File: config.mk
export PLATFORM = sky130hd
export DESIGN_NAME = ins_bit_dispatch
export DESIGN_NICKNAME = d
export VERILOG_FILES = /design/src/rtl/ins_bit_dispatch_pkg.sv /design/src/rtl/ins_fifo_core.sv /design/src/rtl/ins_bit_dispatch.sv
export SDC_FILE = /design/constraint.sdc
export NUM_CORES = 1
export LEC_CHECK = 0
export CAP_MARGIN = 20
export CORE_ASPECT_RATIO = 0.5
export CORE_UTILIZATION = 23
export DETAILED_ROUTE_END_ITERATION = 12
export GPL_ROUTABILITY_DRIVEN = 0
export GPL_TIMING_DRIVEN = 0
export PLACE_DENSITY = 0.48
export SLEW_MARGIN = 10
export SYNTH_ARGS = -nofsm -noshare
export SYNTH_HDL_FRONTEND = slang
export SYNTH_SLANG_ARGS = --single-unit
File: constraint.sdc
create_clock -name clk -period 3.3 [get_ports clk]
set_input_delay 0.495 -clock clk [delete_from_list [all_inputs] [get_ports clk]]
set_output_delay 0.495 -clock clk [all_outputs]
set_load 0.02 [all_outputs]
File: src/rtl/ins_bit_dispatch_pkg.sv
// Shared field widths, fetch-entry layout and occupancy states for the
// instruction dispatch queue.
package ZionDataType;
    localparam int OP_W     = 7;
    localparam int REG_W    = 5;
    localparam int F3_W     = 3;
    localparam int F7_W     = 7;
    localparam int INS_W    = 32;
    // Entry PC is sized for the widest supported core; narrower PCs are zero-extended.
    localparam int PC_MAX_W = 64;

    typedef struct packed {
        logic [INS_W-1:0]    ins;
        logic [PC_MAX_W-1:0] pc;
    } fetch_entry_t;

    typedef enum logic [1:0] {
        OCC_EMPTY,
        OCC_PARTIAL,
        OCC_FULL
    } occ_state_e;
endpackage

File: src/rtl/ins_fifo_core.sv
// Fetch-entry storage ring plus read/write pointers. Storage is never reset;
// only the pointers are.
module ins_fifo_core
    import ZionDataType::*;
#(
    parameter int DEPTH = 4
) (
    input  logic         clk,
    input  logic         rst,
    input  logic         flush,
    input  logic         push,
    input  logic         pop,
    input  fetch_entry_t wr_entry,
    output fetch_entry_t rd_entry
);
    localparam int PTR_W = $clog2(DEPTH);

    fetch_entry_t     mem_q [DEPTH];
    logic [PTR_W-1:0] wr_ptr_q, wr_ptr_d;
    logic [PTR_W-1:0] rd_ptr_q, rd_ptr_d;

    // DEPTH is a power of two, so natural overflow wraps DEPTH-1 back to 0.
    always_comb begin
        wr_ptr_d = wr_ptr_q;
        rd_ptr_d = rd_ptr_q;
        if (flush) begin
            wr_ptr_d = '0;
            rd_ptr_d = '0;
        end else begin
            if (push) wr_ptr_d = wr_ptr_q + PTR_W'(1);
            if (pop)  rd_ptr_d = rd_ptr_q + PTR_W'(1);
        end
    end

    always_ff @(posedge clk) begin
        if (rst) begin
            wr_ptr_q <= '0;
            rd_ptr_q <= '0;
        end else begin
            wr_ptr_q <= wr_ptr_d;
            rd_ptr_q <= rd_ptr_d;
        end
    end

    always_ff @(posedge clk) begin
        if (push) mem_q[wr_ptr_q] <= wr_entry;
    end

    assign rd_entry = mem_q[rd_ptr_q];
endmodule

File: src/rtl/ins_bit_dispatch.sv
// Fetch-to-decode instruction queue that splits the head word into RISC-V fields.
// Optional head-opcode legality flag: define INS_ILLEGAL_CHECK_EN.
module ins_bit_dispatch
    import ZionDataType::*;
#(
    parameter int DEPTH = 4,
    parameter int PC_W  = 32
) (
    input  logic              clk,
    input  logic              rst,
    input  logic              flush,
    input  logic              in_valid,
    input  logic [INS_W-1:0]  in_ins,
    input  logic [PC_W-1:0]   in_pc,
    output logic              in_ready,
    output logic              out_valid,
    input  logic              out_ready,
    output logic [OP_W-1:0]   out_op,
    output logic [REG_W-1:0]  out_rd,
    output logic [F3_W-1:0]   out_funct3,
    output logic [REG_W-1:0]  out_rs1,
    output logic [REG_W-1:0]  out_rs2,
    output logic [F7_W-1:0]   out_funct7,
    output logic [INS_W-1:0]  out_ins,
`ifdef INS_ILLEGAL_CHECK_EN
    output logic              out_illegal,
`endif
    output logic [PC_W-1:0]   out_pc
);
    localparam int CNT_W = $clog2(DEPTH) + 1;

    logic [CNT_W-1:0] count_q, count_d;
    occ_state_e       state_q;
    logic             push, pop;
    fetch_entry_t     wr_entry, rd_entry;
    logic             unused_pc;

    assign in_ready  = (state_q != OCC_FULL) && !rst;
    assign out_valid = (state_q != OCC_EMPTY);
    assign push      = in_valid && in_ready && !flush;
    assign pop       = out_valid && out_ready && !flush;

    always_comb begin
        count_d = count_q;
        if (flush) begin
            count_d = '0;
        end else begin
            case ({push, pop})
                2'b10:   count_d = count_q + CNT_W'(1);
                2'b01:   count_d = count_q - CNT_W'(1);
                default: count_d = count_q;
            endcase
        end
    end

    always_ff @(posedge clk) begin
        if (rst) count_q <= '0;
        else     count_q <= count_d;
    end

    // Push+pop together never changes occupancy, so only one-sided moves step the state.
    always_ff @(posedge clk) begin
        if (rst || flush) begin
            state_q <= OCC_EMPTY;
        end else begin
            case (state_q)
                OCC_EMPTY:   if (push) state_q <= OCC_PARTIAL;
                OCC_PARTIAL: begin
                    if (push && !pop && count_q == CNT_W'(DEPTH - 1))
                        state_q <= OCC_FULL;
                    else if (pop && !push && count_q == CNT_W'(1))
                        state_q <= OCC_EMPTY;
                end
                OCC_FULL:    if (pop) state_q <= OCC_PARTIAL;
                default:     state_q <= OCC_EMPTY;
            endcase
        end
    end

    always_comb begin
        wr_entry     = '0;
        wr_entry.ins = in_ins;
        wr_entry.pc  = PC_MAX_W'(in_pc);
    end

    ins_fifo_core #(.DEPTH(DEPTH)) u_fifo (
        .clk      (clk),
        .rst      (rst),
        .flush    (flush),
        .push     (push),
        .pop      (pop),
        .wr_entry (wr_entry),
        .rd_entry (rd_entry)
    );

    assign out_ins    = rd_entry.ins;
    assign out_op     = rd_entry.ins[6:0];
    assign out_rd     = rd_entry.ins[11:7];
    assign out_funct3 = rd_entry.ins[14:12];
    assign out_rs1    = rd_entry.ins[19:15];
    assign out_rs2    = rd_entry.ins[24:20];
    assign out_funct7 = rd_entry.ins[31:25];
    assign out_pc     = rd_entry.pc[PC_W-1:0];
    assign unused_pc  = ^rd_entry.pc;

`ifdef INS_ILLEGAL_CHECK_EN
    assign out_illegal = out_valid && (rd_entry.ins[1:0] != 2'b11);
`endif
endmodule
==> summary.md, run 1 <==
| Metric | Value |
|---|---|
| Run status | complete, no violations |
| Net Sw Frac | 19.6% |
| Leak Pwr | 4.32 nW |
| Delay of the slowest cell on the worst path | 0.52 ns |
| Yosys synthesis warning count | 0 |
| Top post-synthesis cells by area | edfxtp_1, mux4_2, buf_4 |
| Seq/Total Area, Yosys | 78.0% |
| Mapped Nets | 521 |
| Worst Path Arrival | 2.58 ns |
| CTS tree | built |
| Worst-path fanout max | 10 |
| Finish-stage setup viols | 0 |
| Area delta synth->final | 34.0% |
| Syn avg cell area | 22.9 µm² |
| Placed standard-cell area | 0.0126 mm² |
| Drt total wl | 21,400 µm |
| Kind of critical path | flop to primary output |
| Layout cells sized above 1 | 24.2% |
| Crit path cell chain | clkbuf_2, buf_2, mux4_2, buf_4, clkdlybuf4s50_1 |
| Internal Dissipation | 5.84 mW |
| NetSw | 1.42 mW |
| RSZ-0062 raised after global routing | false |
| Flop pwr share | 51.7% |
| Num Clock Sinks | 267 |
| Routed vias | 4,816 |
| Antenna viol nets, final | 0 |
| Commonest non-fill, non-tap cell in the layout | edfxtp_1 |
| Drt pass-1 iters | 4 |
| Cell Area, Synth | 0.0101 mm² |
| Fmax | 326 MHz |
| Nets@finish | 721 |
| Total Die Area | 0.0450 mm² |
| Antenna cells | 0 |
| Pwr Total | 7.26 mW |
| Initial antenna violation count | 0 |
| Share of the synthesized area in the top cell type | 75.9% |
| Comb pwr share | 4.8% |
| Die Ht | 150 µm |
| Total CTS buffers | 28 |
| Data required time of the worst path | 2.80 ns |
| Clock Pin Slew Worst Setup and Hold Paths | 0.06 ns |
| Synth cell types | 33 |
| Number of global-route vias before repair | 5,266 |
| Iteration-0 DRC Markers | 197 |
| Maxcap violations | 0 |
| DRC | 0 |
| Most frequent cells in the layout | edfxtp_1, clkdlybuf4s50_1, mux4_2, buf_4, clkbuf_16 |
| Die width | 299 µm |
| Post-DP HPWL | 13,700 µm |
| Post-CTS setup repair buffer count | 0 |
| Final Hold Violating Endpoints | 0 |
| Synth Instances | 442 |
| Finished Cell Area | 0.0136 mm² |
| First-pass GRT wire length | 32,000 µm |
| Power Dens Cells | 535 mW/mm² |
| Io pins | 167 |
| Final cell utilization of the core | 31.8% |
| Final Slew Violations | 0 |
| Crit path launch type | flop |
| Area of the core | 0.0427 mm² |
| I/O Buffers | 166 |
| Routed length per instance | 17.2 µm |
| Cell Rows | 53 |
| Setup Skew | 0.0199 ns |
| HP Class | flop to flop |
| CP endpoint kind | primary output |
| Leading area contributor after synthesis | edfxtp_1 |
| CTS Root Cell | clkbuf_16 |
| Global route overflow | 0 |
| Clk pwr share | 43.4% |
| Clk_lat worst skew | 0.53 ns |
| Final min period | 3.07 ns |
| GRT Overall Usage | 9.41% |
| Largest net degree at the start of global routing | 46 |
| Post_cts resized | 0 |
| Worst path slowest cell | clkdlybuf4s50_1 |
| Yosys reg bits | 267 |
| Peak VDD IR | 416 µV |
| Vias/cell | 3.88 |
| CTS hold repair buffers | 0 |
| Final period utilization | 93.1% |
| Starting Density | 23.7% |
| Worst Tran Pin Value | 0.577 ns |
| Clock buffer depth | 3 |
| Rel. slew slack | 61.6% |
| FILL cells | 4,121 |
| # H-tree levels | 1 |
## worst max-delay path, delay by kind of cell (launching register included)
kind,cells,cell delay (ns)
mux,1,0.41
buf+inv,4,1.32
flops,1,0.31
## worst paths after layout
check,startpoint,endpoint,slack (ns),cells past startpoint
max,flop,out_ins[25],0.23,5
min,u_fifo.rd_ptr_q[1]$_SDFFE_PP0P_,u_fifo.rd_ptr_q[1]$_SDFFE_PP0P_,0.50,2
max reg2reg,state_q[0]$_SDFFE_PP0P_,u_fifo.mem_q[0][56]$_DFFE_PP_,1.19,5
min reg2reg,u_fifo.rd_ptr_q[1]$_SDFFE_PP0P_,u_fifo.rd_ptr_q[1]$_SDFFE_PP0P_,0.50,2
## power groups by stage
stage / combinational, mW / sequential (mW) / clock (mW)
floorplan: 0.137 / 3.83 / 0
global placement: 0.345 / 3.83 / 0
detailed placement: 0.356 / 3.83 / 0
CTS: 0.358 / 3.76 / 3.25
global route: 0.377 / 3.76 / 3.36
finish: 0.351 / 3.76 / 3.15
## per-stage QoR
step	hold slack, ns	setup slack [ns]	instances	setup TNS [ns]
after floorplan	0.453	0.356	442	0
after CTS	0.496	0.156	1241	0
after global routing	0.539	0.113	1241	0
after detailed placement	0.483	0.463	1189	0
after global placement	0.468	-1.76	1185	-444.05
final	0.498	0.229	1241	0
## cell families (layout without fill, tap and decap cells)
logic type / count (synthesis) / after routing / share of synthesized area [%]
fa+ha+maj: 10 / 10 / 1.23
compound gates: 15 / 15 / 0.951
xor+xnor: 2 / 2 / 0.173
buf+inv: 58 / 280 / 3.95
flops: 267 / 267 / 78.0
simple gates: 25 / 25 / 1.35
mux: 65 / 65 / 14.3
## flip-flops by register name, summed over array words and instances, names as in the netlist, named ones only
name,flops
count_q,3
state_q,2
u_fifo.mem_q,256
u_fifo.rd_ptr_q,2
u_fifo.wr_ptr_q,2
## cell usage after synthesis
library cell / count
edfxtp_1: 256
mux4_2: 64
buf_4: 32
dfxtp_1: 11
ha_1: 10
inv_1: 10
buf_2: 7
buf_6: 7
a21oi_1: 6
nor2_1: 6
and2_1: 5
nand2b_1: 3
nand2_1: 2
nor2b_1: 2
o31ai_1: 2
xor2_1: 2
a211oi_1: 1
a21o_1: 1
a221oi_1: 1
and3_1: 1
clkbuf_1: 1
clkbuf_2: 1
mux2i_1: 1
nand3_1: 1
nand4_1: 1
o21a_1: 1
o21ai_0: 1
o22ai_1: 1
o32ai_1: 1
or2_1: 1
or2_2: 1
or3_1: 1
or4_1: 1
## cell type report
class	count	area (µm²)	share of cell area, %
inverters	10	37.5	0.276
flip-flops and latches	267	7910	58.2
multi-input cells	117	1840	13.5
clock inverters	22	208	1.53
clock buffers	30	729	5.37
plain buffers	48	363	2.67
well taps	577	722	5.32
repair buffers	170	1770	13.1
## routing by layer
| layer | routed length [µm] | GRT usage, % | vias up |
|---|---|---|---|
| met2 | 12300 | 18.3 | 53 |
| li1 | - | - | 2199 |
| met3 | 439 | 1.31 | 27 |
| met5 | 0 | 0 | - |
| met1 | 8280 | 10.9 | 2537 |
| met4 | 374 | 2.40 | 0 |
No activity file was read; power rests on OpenSTA's default activity.
==> inputs of run 2 (changes only) <==
--- a/config.mk
+++ b/config.mk
@@ -7,12 +7,12 @@
 export LEC_CHECK = 0
 export CAP_MARGIN = 20
 export CORE_ASPECT_RATIO = 0.5
-export CORE_UTILIZATION = 23
+export CORE_UTILIZATION = 50
 export DETAILED_ROUTE_END_ITERATION = 12
 export GPL_ROUTABILITY_DRIVEN = 0
 export GPL_TIMING_DRIVEN = 0
-export PLACE_DENSITY = 0.48
-export SLEW_MARGIN = 10
+export PLACE_DENSITY = 0.83
+export SLEW_MARGIN = 20
 export SYNTH_ARGS = -nofsm -noshare
 export SYNTH_HDL_FRONTEND = slang
 export SYNTH_SLANG_ARGS = --single-unit
==> run 2 against run 1 <==
- flip-flop and latch count stayed put
- critical path depth stayed put
- hold slack better by 0.018 ns
- clock power decreased by 8.9%
- register-to-register slack improved by 0.03 ns
- count of clock-buffer cells in the layout down 3
- highest routed layer unchanged
==> summary.md, run 2 (synthesis gave the netlist of run 1 again) <==
| Metric | Value |
|---|---|
| M2 GR Usage | 32.8% (was 18.3%) |
| Power Dens Cells | 535 mW/mm² (about the same) |
| Most frequent cells in the layout | edfxtp_1, clkdlybuf4s50_1, mux4_2, buf_4, clkbuf_16 (unchanged) |
| Largest register FFs | 256 (unchanged) |
| Iteration-0 DRC Markers | 194 (was 197) |
| Worst path slowest cell | clkdlybuf4s50_1 (unchanged) |
| Area of the core | 0.0196 mm² (was 0.0427 mm²) |
| RSZ-0062 raised after global routing | false (unchanged) |
| Number of global-route vias before repair | 5,074 (was 5,266) |
| Fin Hold WS | 0.516 ns (was 0.498 ns) |
| I/O Buffers | 166 (unchanged) |
| Top reg by flops | u_fifo.mem_q (unchanged) |
| Vias/cell | 5.26 (was 3.88) |
| Post-CTS setup repair buffer count | 0 (unchanged) |
| Layer with the highest usage | met2 (unchanged) |
| Final Hold Violating Endpoints | 0 (unchanged) |
| Delay of the slowest cell on the worst path | 0.55 ns (was 0.52 ns) |
| Dpl cells | 878 (was 1,189) |
| Top cell family by delay on the critical path | buffers and inverters (unchanged) |
| Drt total wl | 18,900 µm (was 21,400 µm) |
| Cell Rows | 36 (was 53) |
| Fmax | 336 MHz (was 326 MHz) |
| Routed length per instance | 20.6 µm (was 17.2 µm) |
| Io pins | 167 (unchanged) |
| Kind of critical path | flop to primary output (unchanged) |
| Crit path cell chain | clkbuf_2, buf_2, mux4_2, buf_4, clkdlybuf4s50_1 (unchanged) |
| Die Ht | 103 µm (was 150 µm) |
| Post_cts resized | 0 (unchanged) |
| CTS tree | built (unchanged) |
| Met3 usage | 3.13% (was 1.31%) |
| FF/Latch Area | 0.00791 mm² (unchanged) |
| Antenna viol nets, final | 0 (unchanged) |
| Antenna cells | 0 (unchanged) |
| Commonest non-fill, non-tap cell in the layout | edfxtp_1 (unchanged) |
| Largest net degree at the start of global routing | 47 (was 46) |
| First-pass GRT wire length | 28,900 µm (was 32,000 µm) |
| Worst Path Arrival | 2.48 ns (was 2.58 ns) |
| Global route overflow | 0 (unchanged) |
| Run status | complete, no violations (unchanged) |
| Final Slew Violations | 0 (unchanged) |
| CTS hold repair buffers | 0 (unchanged) |
| Total Die Area | 0.0209 mm² (was 0.0450 mm²) |
| Worst-path fanout max | 10 (unchanged) |
| CP endpoint kind | primary output (unchanged) |
| Post-DP HPWL | 12,200 µm (was 13,700 µm) |
| Initial antenna violation count | 0 (unchanged) |
| Biggest regs | u_fifo.mem_q (256), count_q (3) (unchanged) |
| Drt pass-1 iters | 4 (unchanged) |
| Num Clock Sinks | 267 (unchanged) |
| Area delta synth->final | 28.7% (was 34.0%) |
| Nets@finish | 717 (was 721) |
| Peak VDD IR | 265 µV (was 416 µV) |
| Clock Pin Slew Worst Setup and Hold Paths | 0.07 ns (was 0.06 ns) |
| Clock buffer depth | 3 (unchanged) |
| Worst Tran Pin Value | 0.530 ns (was 0.577 ns) |
| HP Start | count_q[2]$_SDFFE_PP0P_ (was u_fifo.rd_ptr_q[1]$_SDFFE_PP0P_) |
| Final min period | 2.98 ns (was 3.07 ns) |
| Starting Density | 51.6% (was 23.7%) |
| DRC | 0 (unchanged) |
| Maxcap violations | 0 (unchanged) |
| Finish-stage setup viols | 0 (unchanged) |
| CTS Root Cell | clkbuf_16 (unchanged) |
| Area of the multi-input gates | 0.00184 mm² (unchanged) |
| HP Class | flop to flop (unchanged) |
| Rel. slew slack | 64.7% (was 61.6%) |
| Layout cells sized above 1 | 23.7% (was 24.2%) |
| Final period utilization | 90.2% (was 93.1%) |
| FILL cells | 1,264 (was 4,121) |
| Post-Layout Cell Count | 919 (was 1,241) |
| Crit path launch type | flop (unchanged) |
| Data required time of the worst path | 2.80 ns (about the same) |
| Reg2Reg Launch Point | state_q[0]$_SDFFE_PP0P_ (unchanged) |
| Setup Skew | 0.00850 ns (was 0.0199 ns) |
| M1 GR Usage | 24.2% (was 10.9%) |
| Clk_lat worst skew | 0.50 ns (was 0.53 ns) |
| Leak Pwr | 4.24 nW (was 4.32 nW) |
| Pwr Total | 6.98 mW (was 7.26 mW) |
| GRT Overall Usage | 18.4% (was 9.41%) |
| Total CTS buffers | 24 (was 28) |
| Die width | 203 µm (was 299 µm) |
| Routed vias | 4,836 (was 4,816) |
| # H-tree levels | 1 (unchanged) |
| CP Buf/Inv Count | 4 (unchanged) |
==> run 2: worst paths after layout <==
path                                    to  slack, ns  depth (start not counted)
max                            out_ins[14]       0.32                          5
min                count_q[2]$_SDFFE_PP0P_       0.52                          2
max reg2reg  u_fifo.mem_q[0][58]$_DFFE_PP_       1.22                          5
min reg2reg        count_q[2]$_SDFFE_PP0P_       0.52                          2
==> run 2: per-layer routing <==
| metal | up-vias | share of wire, % | wire (µm) |
|---|---|---|---|
| li1 | 2185 | - | - |
| met1 | 2521 | 42 | 7970 |
| met2 | 102 | 53 | 9970 |
| met3 | 28 | 3.5 | 671 |
| met4 | 0 | 1.6 | 312 |
| met5 | - | 0 | 0 |
==> run 2: cell type report <==
| type | instances | area share [%] |
|---|---|---|
| tap | 266 | 2.55 |
| buffer | 48 | 2.78 |
| inverter | 10 | 0.288 |
| timing repair buffer | 170 | 13.5 |
| multi-input combinational | 117 | 14.1 |
| sequential | 267 | 60.6 |
| clock buffer | 27 | 4.85 |
| clock inverter | 14 | 1.38 |
==> run 2: tightest hold or removal path, cell delays in order, from the launching register on <==
cell and delay [ns]:
dfxtp_1 0.33, nand2_1 0.06, o32ai_1 0.07
==> run 2: per-stage QoR <==
stage / setup slack, ns / setup TNS (ns) / instance area (µm²) / utilization [%]
after floorplan: 0.356 / 0 / 10100 / -
after global routing: 0.198 / 0 / 13000 / 66.4
after global placement: -1.37 / -335.32 / 12100 / 61.8
after CTS: 0.271 / 0 / 13000 / 66.4
after detailed placement: 0.565 / 0 / 12200 / 62.3
final: 0.324 / 0 / 13000 / 66.4
==> run 2: report_power, final <==
group          switching [mW]  leakage [nW]  internal (mW)
combinational           0.161          1.45          0.188
clock                    1.18         0.386           1.69
sequential            0.00894          2.40           3.75
==> inputs of run 3 (changes only) <==
--- a/config.mk
+++ b/config.mk
@@ -11,6 +11,7 @@
 export DETAILED_ROUTE_END_ITERATION = 12
 export GPL_ROUTABILITY_DRIVEN = 0
 export GPL_TIMING_DRIVEN = 0
+export HOLD_SLACK_MARGIN = 0.06
 export PLACE_DENSITY = 0.83
 export SLEW_MARGIN = 20
 export SYNTH_ARGS = -nofsm -noshare
==> results of run 3 <==
Same layout as run 2: the final DEF is identical, and so are final timing and power.
==> RTL edit (settings of run 2) <==
Change the package constant `INS_W` from 32 to 40.
--- a/src/rtl/ins_bit_dispatch_pkg.sv
+++ b/src/rtl/ins_bit_dispatch_pkg.sv
@@ -7,3 +7,3 @@
     localparam int F7_W     = 7;
-    localparam int INS_W    = 32;
+    localparam int INS_W    = 40;
     // Entry PC is sized for the widest supported core; narrower PCs are zero-extended.
Ports: changed (resized in_ins and out_ins); port bits go from 167 to 183. No check against the original RTL was run, so the function may have changed too.
==> RTL edit against run 2 <==
  * Sequential cell count grew 32
  * Design area rose by 11%
  * Power grew 10%
  * Setup slack worse by 100 ps
  * Wire length increased by 15%
  * Global-route usage is 0.42 points higher
  * Fmax is 3.2% lower
  * Die area up 11%
  * Synthesized area increased by 11%
  * Critical path type unchanged
==> RTL edit: results (changes against run 2) <==
stage,metric,value,unit,change
clock_tree,number of levels the H-tree was split into,1,,unchanged
layout,registers with the highest flip-flop counts,"u_fifo.mem_q: 288 flops, count_q: 3 flops",,"was u_fifo.mem_q: 256 flops, count_q: 3 flops"
drt,routed wirelength normalized by instance count,21.5,µm,was 20.6 µm
clock_tree,"Clk pin slew, worst setup/hold paths",60,ps,
layout,share of layout cells above drive strength 1,23.5,%,was 23.7%
worst_setup_path,delay contributed by the slowest stage of the critical path,590,ps,was 550 ps
place,I/O Buffers,182,,was 166
clock_tree,total CTS buffers,26,,was 24
timing,worst-margin pin slew,720,ps,was 530 ps
drt,detailed-route wire length,21800,µm,"was 18,900 µm"
hold_path,hold path startpoint,u_fifo.rd_ptr_q[1]$_SDFFE_PP0P_,,was count_q[2]$_SDFFE_PP0P_
drt,vias post-DR,5404,,"was 4,836"
clock_tree,clock network latency to the later pin of the worst-skew pair,520,ps,was 500 ps
pwr,switching power of the nets,1.50,mW,was 1.35 mW
place,Placed Cells incl. Taps,970,,was 878
drt,initial DRC count,287,,was 194
layout,Nets,784,,was 717
synth,"top cells by area, synth","edfxtp_1 (77%), mux4_2 (14%), buf_4 (2.1%)",,"was edfxtp_1 (76%), mux4_2 (14%), buf_4 (2.4%)"
global_routing,wire length of the first global-routing pass,32800,µm,"was 28,900 µm"
worst_setup_path,"reg-to-reg slack, setup",1010,ps,was 1220 ps
worst_setup_path,Critical Path Sink,out_ins[31],,was out_ins[14]
outcome,outcome,finished clean,,unchanged
global_routing,maximum number of pins on one net before global-route repair,45,,was 47
global_routing,GRT Total Usage,18.8,%,was 18.4%
global_routing,number of global-route vias before repair,5800,,"was 5,074"
synth,most common library cells after synthesis,"edfxtp_1 (288), mux4_2 (72), buf_4 (32)",,"was edfxtp_1 (256), mux4_2 (64), buf_4 (32)"
hold_path,destination of the worst hold path,u_fifo.rd_ptr_q[1]$_SDFFE_PP0P_,,was count_q[2]$_SDFFE_PP0P_
drt,uppermost layer routed,met4,,unchanged
drt,length of routed wiring on met1,8650,µm,was 7970 µm
drt,routed length on met3,868,µm,was 671 µm
pwr,Peak supply drop,0.000292,V,was 0.000265 V
place,hpwl dp,13800,µm,"was 12,200 µm"
timing,worst hold-check slack,523,ps,was 516 ps
place,DP Area,13600,µm²,"was 12,200 µm²"
worst_setup_path,end of the worst register-to-register path,u_fifo.mem_q[2][62]$_DFFE_PP_,,was u_fifo.mem_q[0][58]$_DFFE_PP_
synth,part of the Yosys area used for sequential elements,78.5,%,was 78.0%
synth,number of enable-type register cells in the synthesized netlist,288,,was 256
synth,Post-Synthesis Net Count,571,,was 521
[RTL edit: power groups by stage]
stage / sequential, mW / clock [mW] / combinational (mW)
after floorplan: 4.29 / 0 / 0.148
after global placement: 4.29 / 0 / 0.364
after detailed placement: 4.29 / 0 / 0.382
after CTS: 4.21 / 3.17 / 0.385
after global routing: 4.21 / 3.32 / 0.402
final: 4.21 / 3.12 / 0.382
[RTL edit: metal layers]
metal	vias up	GRT usage, %
li1	2403	-
met1	2843	23.3
met2	115	34.7
met3	43	3.07
met4	0	5.82
met5	-	0
[RTL edit: logic make-up after synthesis]
family          count (synthesis)  synth area share [%]
mux                            73                  14.4
xor+xnor                        2                 0.155
compound gates                 15                 0.897
buf+inv                        60                  3.68
simple gates                   25                  1.21
flops                         299                  78.5
fa+ha+maj                      10                  1.11
[RTL edit: final cells by class]
type                    count  area (µm²)
plain buffers              49         374
well taps                 300         375
repair buffers            186        1910
multi-input cells         125        2020
flip-flops and latches    299        8870
fillers                  1428        7460
inverters                  10        37.5
clock buffers              31         691
clock inverters            16         183
[RTL edit: worst max-delay path, delay by kind of cell (launching register included)]
family,cells,cell delay (ps)
buffers and inverters,3,1060
flip-flops,1,590
multiplexers,1,420
[RTL edit: per-stage QoR]
stage	util (%)	TNS (ps)	setup slack (ps)	power, mW
3_5_place_dp	62.0	0	373	4.67
3_3_place_gp	61.6	-503070	-1770	4.66
6_report	66.0	0	225	7.71
4_1_cts	66.0	0	175	7.76
2_1_floorplan	-	0	145	4.44
5_1_grt	66.0	0	128	7.93
[RTL edit: what timing repair did]
item / in CTS / in global routing
endpoints found under the setup margin: 2 / 0
resized for setup: 0 / 0
buffers inserted: 0 / 0
